[src/rtl/disp_pkg.sv]
// Shared definitions for the seven-segment display producer.
// Holds the segment code table, the largest displayable value, the
// encoder FSM state type and the packed four-digit BCD type.
package disp_pkg;

  localparam int MAX_DISP = 9999;

  // Segment codes are {a,b,c,d,e,f,g}, active-high.
  localparam logic [6:0] SEG_BLANK = 7'b0000000;
  localparam logic [6:0] SEG_DASH  = 7'b0000001;

  localparam logic [6:0] SEG_DIGIT [0:9] = '{
    7'b1111110, 7'b0110000, 7'b1101101, 7'b1111001, 7'b0110011,
    7'b1011011, 7'b1011111, 7'b1110000, 7'b1111111, 7'b1111011
  };

  typedef enum logic [1:0] {IDLE, CONV, ENCODE} state_t;

  // [3] thousands ... [0] units
  typedef logic [3:0][3:0] bcd4_t;

  // Non-decimal nibbles cannot occur after a clean conversion; they map to
  // a dash so a corrupted digit is visibly wrong rather than misleading.
  function automatic logic [6:0] seg_of(input logic [3:0] d);
    if (d <= 4'd9) seg_of = SEG_DIGIT[d];
    else           seg_of = SEG_DASH;
  endfunction

endpackage

[src/rtl/bin2bcd_iter.sv]
// Iterative double-dabble converter: one input bit per clock.
// Ports:
//   clk, rst_n : clock, asynchronous active-low reset (control only)
//   start      : load bin and begin a conversion (only issued when idle)
//   bin        : binary value to convert
//   last       : high during the final shift cycle of a conversion
//   bcd        : four-digit BCD accumulator, valid once 'last' has passed
//   ovf        : sticky flag, value did not fit in four digits
module bin2bcd_iter
  import disp_pkg::*;
#(
  parameter int IN_W = 14
) (
  input  logic            clk,
  input  logic            rst_n,
  input  logic            start,
  input  logic [IN_W-1:0] bin,
  output logic            last,
  output bcd4_t           bcd,
  output logic            ovf
);

  localparam int CNT_W = $clog2(IN_W);
  localparam logic [IN_W-1:0] MAX_V = IN_W'(MAX_DISP);

  logic             busy;
  logic [CNT_W-1:0] cnt;
  logic [IN_W-1:0]  shreg;
  logic [15:0]      adj;

  // Every nibble >= 5 gets +3 so the following left shift carries correctly.
  function automatic logic [15:0] add3(input bcd4_t b);
    logic [15:0] r;
    for (int i = 0; i < 4; i++)
      r[i*4 +: 4] = (b[i] >= 4'd5) ? b[i] + 4'd3 : b[i];
    return r;
  endfunction

  assign adj  = add3(bcd);
  assign last = busy && (cnt == '0);

  always_ff @(posedge clk or negedge rst_n) begin
    if (!rst_n) begin
      busy <= 1'b0;
      cnt  <= '0;
    end else if (start) begin
      busy <= 1'b1;
      cnt  <= CNT_W'(IN_W - 1);
    end else if (busy) begin
      if (cnt == '0) busy <= 1'b0;
      else           cnt  <= cnt - 1'b1;
    end
  end

  // Datapath: load on start, then adjust-and-shift while busy.
  always_ff @(posedge clk) begin
    if (start) begin
      shreg <= bin;
      bcd   <= '0;
      ovf   <= (bin > MAX_V);
    end else if (busy) begin
      shreg <= {shreg[IN_W-2:0], 1'b0};
      bcd   <= {adj[14:0], shreg[IN_W-1]};
      ovf   <= ovf | adj[15];
    end
  end

endmodule

[src/rtl/freq_seg_encoder.sv]
// Binary frequency value to packed four-digit seven-segment word.
// Ports:
//   clk, rst_n : clock, asynchronous active-low reset
//   bin_value  : binary value, taken when bin_valid && bin_ready
//   bin_valid  : bin_value is valid
//   bin_ready  : idle, next valid value will be accepted
//   seg_word   : [27:21] thousands .. [6:0] units segment codes
//   bcd_out    : {thou,hund,tens,units} BCD, saturated to 9999 on overflow
//   overflow   : last accepted value exceeded 9999
//   seg_valid  : one-cycle pulse when the three outputs above update
module freq_seg_encoder
  import disp_pkg::*;
#(
  parameter int IN_W     = 14,
  parameter int BLANK_LZ = 1
) (
  input  logic            clk,
  input  logic            rst_n,
  input  logic [IN_W-1:0] bin_value,
  input  logic            bin_valid,
  output logic            bin_ready,
  output logic [27:0]     seg_word,
  output logic [15:0]     bcd_out,
  output logic            overflow,
  output logic            seg_valid
);

  state_t state, state_nx;
  logic   start, conv_last, enc_en, conv_ovf;
  bcd4_t  conv_bcd;

  // Leading zeros blank from the thousands digit down; units always shown.
  function automatic logic [27:0] encode(input bcd4_t b, input logic ov);
    logic [27:0] w;
    logic        lead;
    w = '0;
    if (ov) begin
      w = {4{SEG_DASH}};
    end else begin
      lead = (BLANK_LZ != 0);
      for (int i = 3; i >= 1; i--) begin
        lead = lead && (b[i] == 4'd0);
        w[i*7 +: 7] = lead ? SEG_BLANK : seg_of(b[i]);
      end
      w[6:0] = seg_of(b[0]);
    end
    return w;
  endfunction

  bin2bcd_iter #(.IN_W(IN_W)) u_conv (
    .clk   (clk),
    .rst_n (rst_n),
    .start (start),
    .bin   (bin_value),
    .last  (conv_last),
    .bcd   (conv_bcd),
    .ovf   (conv_ovf)
  );

  always_ff @(posedge clk or negedge rst_n) begin
    if (!rst_n) state <= IDLE;
    else        state <= state_nx;
  end

  always_comb begin
    state_nx = state;
    case (state)
      IDLE:    if (bin_valid) state_nx = CONV;
      CONV:    if (conv_last) state_nx = ENCODE;
      ENCODE:  state_nx = IDLE;
      default: state_nx = IDLE;
    endcase
  end

  always_comb begin
    bin_ready = (state == IDLE);
    start     = bin_ready && bin_valid;
    enc_en    = (state == ENCODE);
  end

  // Encode stage: all display outputs change together on the seg_valid edge.
  always_ff @(posedge clk or negedge rst_n) begin
    if (!rst_n) begin
      seg_valid <= 1'b0;
      seg_word  <= '0;
      bcd_out   <= '0;
      overflow  <= 1'b0;
    end else begin
      seg_valid <= enc_en;
      if (enc_en) begin
        seg_word <= encode(conv_bcd, conv_ovf);
        bcd_out  <= conv_ovf ? 16'h9999 : conv_bcd;
        overflow <= conv_ovf;
      end
    end
  end

endmodule
[config.mk]
export PLATFORM = sky130hd
export DESIGN_NAME = freq_seg_encoder
export DESIGN_NICKNAME = d
export VERILOG_FILES = /design/src/rtl/disp_pkg.sv /design/src/rtl/bin2bcd_iter.sv /design/src/rtl/freq_seg_encoder.sv
export SDC_FILE = /design/constraint.sdc
export NUM_CORES = 1
export LEC_CHECK = 0
export CAP_MARGIN = 20
export CORE_MARGIN = 2
export CORE_UTILIZATION = 30
export CTS_BUF_LIST = sky130_fd_sc_hd__clkbuf_4 sky130_fd_sc_hd__clkbuf_8 sky130_fd_sc_hd__clkbuf_16
export DETAILED_ROUTE_END_ITERATION = 16
export GPL_TIMING_DRIVEN = 0
export PLACE_DENSITY = 0.5
export SYNTH_ARGS = -nofsm -noshare
export SYNTH_HDL_FRONTEND = slang
export SYNTH_SLANG_ARGS = --single-unit
[constraint.sdc]
create_clock -name clk -period 2.46 [get_ports clk]
set_input_delay 0.246 -clock clk [delete_from_list [all_inputs] [get_ports clk]]
set_output_delay 0.246 -clock clk [all_outputs]
set_load 0.005 [all_outputs]
==> impl_metrics.sql <==
INSERT INTO impl_metrics (metric_group, metric, value, unit) VALUES
('route', 'met2_length', '4820', 'um'),
('sta', 'hold_slack', '0.405', 'ns'),
('power_and_ir_drop', 'power_per_cell_area', '1240', 'nW/um^2'),
('hold_path', 'min_path_type', 'primary input to async pin', ''),
('route', 'dr.pass1.iters', '4', ''),
('global_route', 'grt_first_pass_wirelength', '17600', 'um'),
('synthesis', 'synthesis.area_per_instance', '9.37', 'sq um'),
('clocking', 'clk_sinks', '84', ''),
('route', 'number_of_nets_with_antenna_violations_after_routing', '0', ''),
('route', 'routed_wirelength', '10700', 'um'),
('synthesis', 'synth_cell_types', '47', ''),
('route', 'count_of_routing_violations_after_the_opening_detailed_route_iteration', '160', ''),
('global_route', 'grt_util_all_layers', '15.6', '%'),
('synthesis', 'fraction_of_the_yosys_area_taken_by_sequential_cells', '51.2', '%'),
('floorplan', 'start_util', '30.8', '%'),
('floorplan', 'die_h', '121', 'um'),
('setup_path', 'timing.critical_path.required', '2.44', 'ns'),
('job', 'maxCapViolations', '0', ''),
('floorplan', 'rows', '42', ''),
('synthesis', 'synth.yosys.warnings', '0', ''),
('synthesis', 'synth_nets', '474', ''),
('sta', 'maxSlewViolCount', '0', ''),
('route', 'vias', '3357', ''),
('synthesis', 'ys_async_sr_fraction', '63.1', '%'),
('finish', 'finalCoreUtilization', '39.6', '%'),
('power_and_ir_drop', 'static-leakage-power', '2.26', 'nW'),
('status', 'status', 'completed', ''),
('synthesis', 'synth-main-ff-cell', 'sky130_fd_sc_hd__dfrtp_1', ''),
('place', 'globalplace.congestion', '0.808', ''),
('setup_path', 'timing.critical_path.from_type', 'flop', ''),
('synthesis', 'netlist_instances', '437', ''),
('global_route', 'global_route.overflow_total', '0', ''),
('setup_path', 'endpoint_kind', 'flop', ''),
('floorplan', 'die_x', '121', 'um'),
('floorplan', 'pin_count', '64', ''),
('sta', 'report.final.setup_viol', '0', ''),
('sta', 'setup_repair_after_global_routing_missed_its_margin', 'false', ''),
('clocking', 'clk_pin_slew_worst_paths', '0.06', 'ns'),
('global_route', 'pin_count_of_the_biggest_net_entering_global_routing', '36', ''),
('finish', 'area_added_between_synthesis_and_finish', '28.6', '%'),
('route', 'dr.max_layer_used', 'met4', ''),
('finish', 'drive_gt1_share', '6.56', '%'),
('floorplan', 'core_area', '13300', 'sq um'),
('route', 'vias_per_cell', '4.84', ''),
('clocking', 'cts_max_path_buffers', '2', ''),
('global_route', 'antenna_found_initial', '0', ''),
('setup_path', 'path_type_of_the_worst_setup_path', 'flop to flop', ''),
('setup_path', 'worst-path-max-fanout', '15', ''),
('setup_path', 'crit_family', 'buffers and inverters', ''),
('clocking', 'clock_tree_from_tritoncts', 'built', ''),
('setup_path', 'critPathBufInv', '2', ''),
('route', 'route.layer.met1.wl', '5240', 'um'),
('route', 'route.met3.wl', '553', 'um'),
('sta', 'finalHoldViolCount', '0', ''),
('clocking', 'cts_root_buf', 'sky130_fd_sc_hd__clkbuf_16', ''),
('sta', 'worst_pin_slew', '0.715', 'ns'),
('finish', 'num_antenna_cells', '0', ''),
('setup_path', 'worstPathArrival', '2.20', 'ns'),
('place', 'post_dp_cell_area', '4960', 'sq um'),
('global_route', 'first_global_vias', '3360', ''),
('clocking', 'clkLatencyLatePin', '0.35', 'ns'),
('setup_path', 'worst_path_max_delay_cell', 'sky130_fd_sc_hd__nand2b_1', ''),
('sta', 'fin_skew', '0.00532', 'ns'),
('route', 'detail_route.drc_violations', '0', ''),
('clocking', 'numCtsBuffers', '9', ''),
('sta', 'timing.max_slew.rel_slack', '52.3', '%'),
('finish', 'finalNetCount', '550', ''),
('clocking', 'h-tree-depth', '3', ''),
('setup_path', 'timing.critical_path.cells', 'clkbuf_1, buf_2, nand2b_1', ''),
('sta', 'final.period_utilization', '90.3', '%'),
('place', 'place.detailed.hpwl', '7650', 'um'),
('power_and_ir_drop', 'vdd_drop_max', '0.519', 'mV'),
('synthesis', 'synth_seq_cells', '84', ''),
('setup_path', 'max_stage_delay', '0.61', 'ns'),
('place', 'buffer_ports.inserted', '63', ''),
('floorplan', 'floorplan.die_area', '14600', 'sq um'),
('finish', 'postLayoutCellArea', '5270', 'sq um'),
('synthesis', 'netlist_area', '4100', 'sq um'),
('synthesis', 'post_synth_edffs', '15', ''),
('clocking', 'cts_setup_buffers', '0', ''),
('route', 'wl_per_cell', '15.4', 'um'),
('sta', 'period_needed', '2.22', 'ns'),
('sta', 'fmaxAchievable', '0.450', 'GHz');
[path summary, 6_finish.rpt]
path / depth (start not counted) / slack, ns / from / to
setup / recovery: 3 / 0.24 / u_conv.busy / u_conv.shreg[12]
hold / removal: 2 / 0.41 / rst_n / seg_word[18]
setup reg to reg: 3 / 0.24 / u_conv.busy / u_conv.shreg[12]
hold reg to reg: 2 / 0.47 / bcd_out[11] / bcd_out[11]
max in group asynchronous: 3 / 1.49 / rst_n / bcd_out[0]
min in group clk: 2 / 0.47 / bcd_out[11] / bcd_out[11]
[flip-flops by register name, summed over array words and instances (netlist names)]
register      count
u_conv.ovf        1
bcd_out          16
u_conv.cnt        4
u_conv.bcd       16
u_conv.shreg     14
state             2
seg_valid         1
overflow          1
seg_word         28
u_conv.busy       1
[cell families (layout without fill, tap and decap cells)]
logic type	after synthesis	after routing	synth area share, %
compound gates	112	112	17.3
xor+xnor	6	6	1.28
fa+ha+maj	20	20	6.11
buf+inv	39	120	3.85
flops	84	84	51.2
mux	5	5	1.25
simple gates	171	171	19.0
[placed cells by master (no fill, tap or decap), types with 10 or more instances in the layout]
cell type | synthesis | layout
sky130_fd_sc_hd__a21oi_1 | 23 | 23
sky130_fd_sc_hd__buf_2 | 9 | 10
sky130_fd_sc_hd__clkbuf_1 | 12 | 12
sky130_fd_sc_hd__clkdlybuf4s50_1 | 0 | 62
sky130_fd_sc_hd__dfrtp_1 | 53 | 53
sky130_fd_sc_hd__dfxtp_1 | 16 | 16
sky130_fd_sc_hd__edfxtp_1 | 15 | 15
sky130_fd_sc_hd__ha_1 | 20 | 20
sky130_fd_sc_hd__inv_1 | 15 | 15
sky130_fd_sc_hd__nand2_1 | 86 | 86
sky130_fd_sc_hd__nor2_1 | 37 | 37
sky130_fd_sc_hd__o21ai_0 | 43 | 43
[power breakdown]
part / leakage [nW] / total [W] / internal, W / switching [W]
registers: 0.999 / 0.00242 / 0.00200 / 0.000412
clock network: 0.150 / 0.00134 / 0.000800 / 0.000539
logic: 1.11 / 0.00278 / 0.00129 / 0.00149
[metrics by stage]
step / instances / setup WS, ns / total power, W / TNS, ns
2_1_floorplan: 437 / 0.753 / 0.00415 / 0
3_3_place_gp: 676 / -0.547 / 0.00515 / -28.70
3_5_place_dp: 677 / 0.190 / 0.00521 / 0
4_1_cts: 694 / 0.178 / 0.00657 / 0
5_1_grt: 694 / 0.0242 / 0.00705 / 0
6_report: 694 / 0.238 / 0.00653 / 0
[per-layer routing]
metal / vias to the layer above / track usage [%]
met5: - / 0
met1: 1601 / 21.6
met3: 9 / 4.29
met2: 85 / 24.1
met4: 0 / 3.92
li1: 1662 / -
[synth_stat cells, types with 2 or more instances]
master | instances | share of area (%)
sky130_fd_sc_hd__nand2_1 | 86 | 7.9
sky130_fd_sc_hd__dfrtp_1 | 53 | 32
sky130_fd_sc_hd__o21ai_0 | 43 | 5.3
sky130_fd_sc_hd__nor2_1 | 37 | 3.4
sky130_fd_sc_hd__a21oi_1 | 23 | 2.8
sky130_fd_sc_hd__ha_1 | 20 | 6.1
sky130_fd_sc_hd__dfxtp_1 | 16 | 7.8
sky130_fd_sc_hd__edfxtp_1 | 15 | 11
sky130_fd_sc_hd__inv_1 | 15 | 1.4
sky130_fd_sc_hd__clkbuf_1 | 12 | 1.1
sky130_fd_sc_hd__a22o_1 | 9 | 1.9
sky130_fd_sc_hd__buf_2 | 9 | 1.1
sky130_fd_sc_hd__nand2b_1 | 8 | 1.2
sky130_fd_sc_hd__a211oi_1 | 7 | 1.3
sky130_fd_sc_hd__nor3b_1 | 7 | 1.3
sky130_fd_sc_hd__nor3_1 | 6 | 0.73
sky130_fd_sc_hd__nand3_1 | 5 | 0.61
sky130_fd_sc_hd__o21bai_1 | 5 | 0.92
sky130_fd_sc_hd__o31ai_1 | 5 | 0.92
sky130_fd_sc_hd__or3_1 | 5 | 0.76
sky130_fd_sc_hd__xnor2_1 | 5 | 1.1
sky130_fd_sc_hd__and2_1 | 4 | 0.61
sky130_fd_sc_hd__mux2i_1 | 4 | 0.98
sky130_fd_sc_hd__nor2b_1 | 4 | 0.61
sky130_fd_sc_hd__o22ai_1 | 4 | 0.61
sky130_fd_sc_hd__buf_1 | 3 | 0.27
sky130_fd_sc_hd__nand3b_1 | 3 | 0.55
sky130_fd_sc_hd__a211o_1 | 2 | 0.43
sky130_fd_sc_hd__a21oi_2 | 2 | 0.43
sky130_fd_sc_hd__a221o_1 | 2 | 0.49
sky130_fd_sc_hd__o311ai_0 | 2 | 0.43
[area by class of cell]
cell class                 count  area, sq um
sequential                    84         2100
timing repair buffer          65          656
clock buffer                  15          289
clock inverter                 1         5.00
multi-input combinational    314         1840
fill                        1343         8030
buffer                        24          101
tap                          176          220
inverter                      15         56.3
[repair_timing]
item,CTS,global route
gates resized for setup,0,0
hold endpoints to repair,18,0
hold buffers,1,0
No activity file was read; power rests on OpenSTA's default activity.
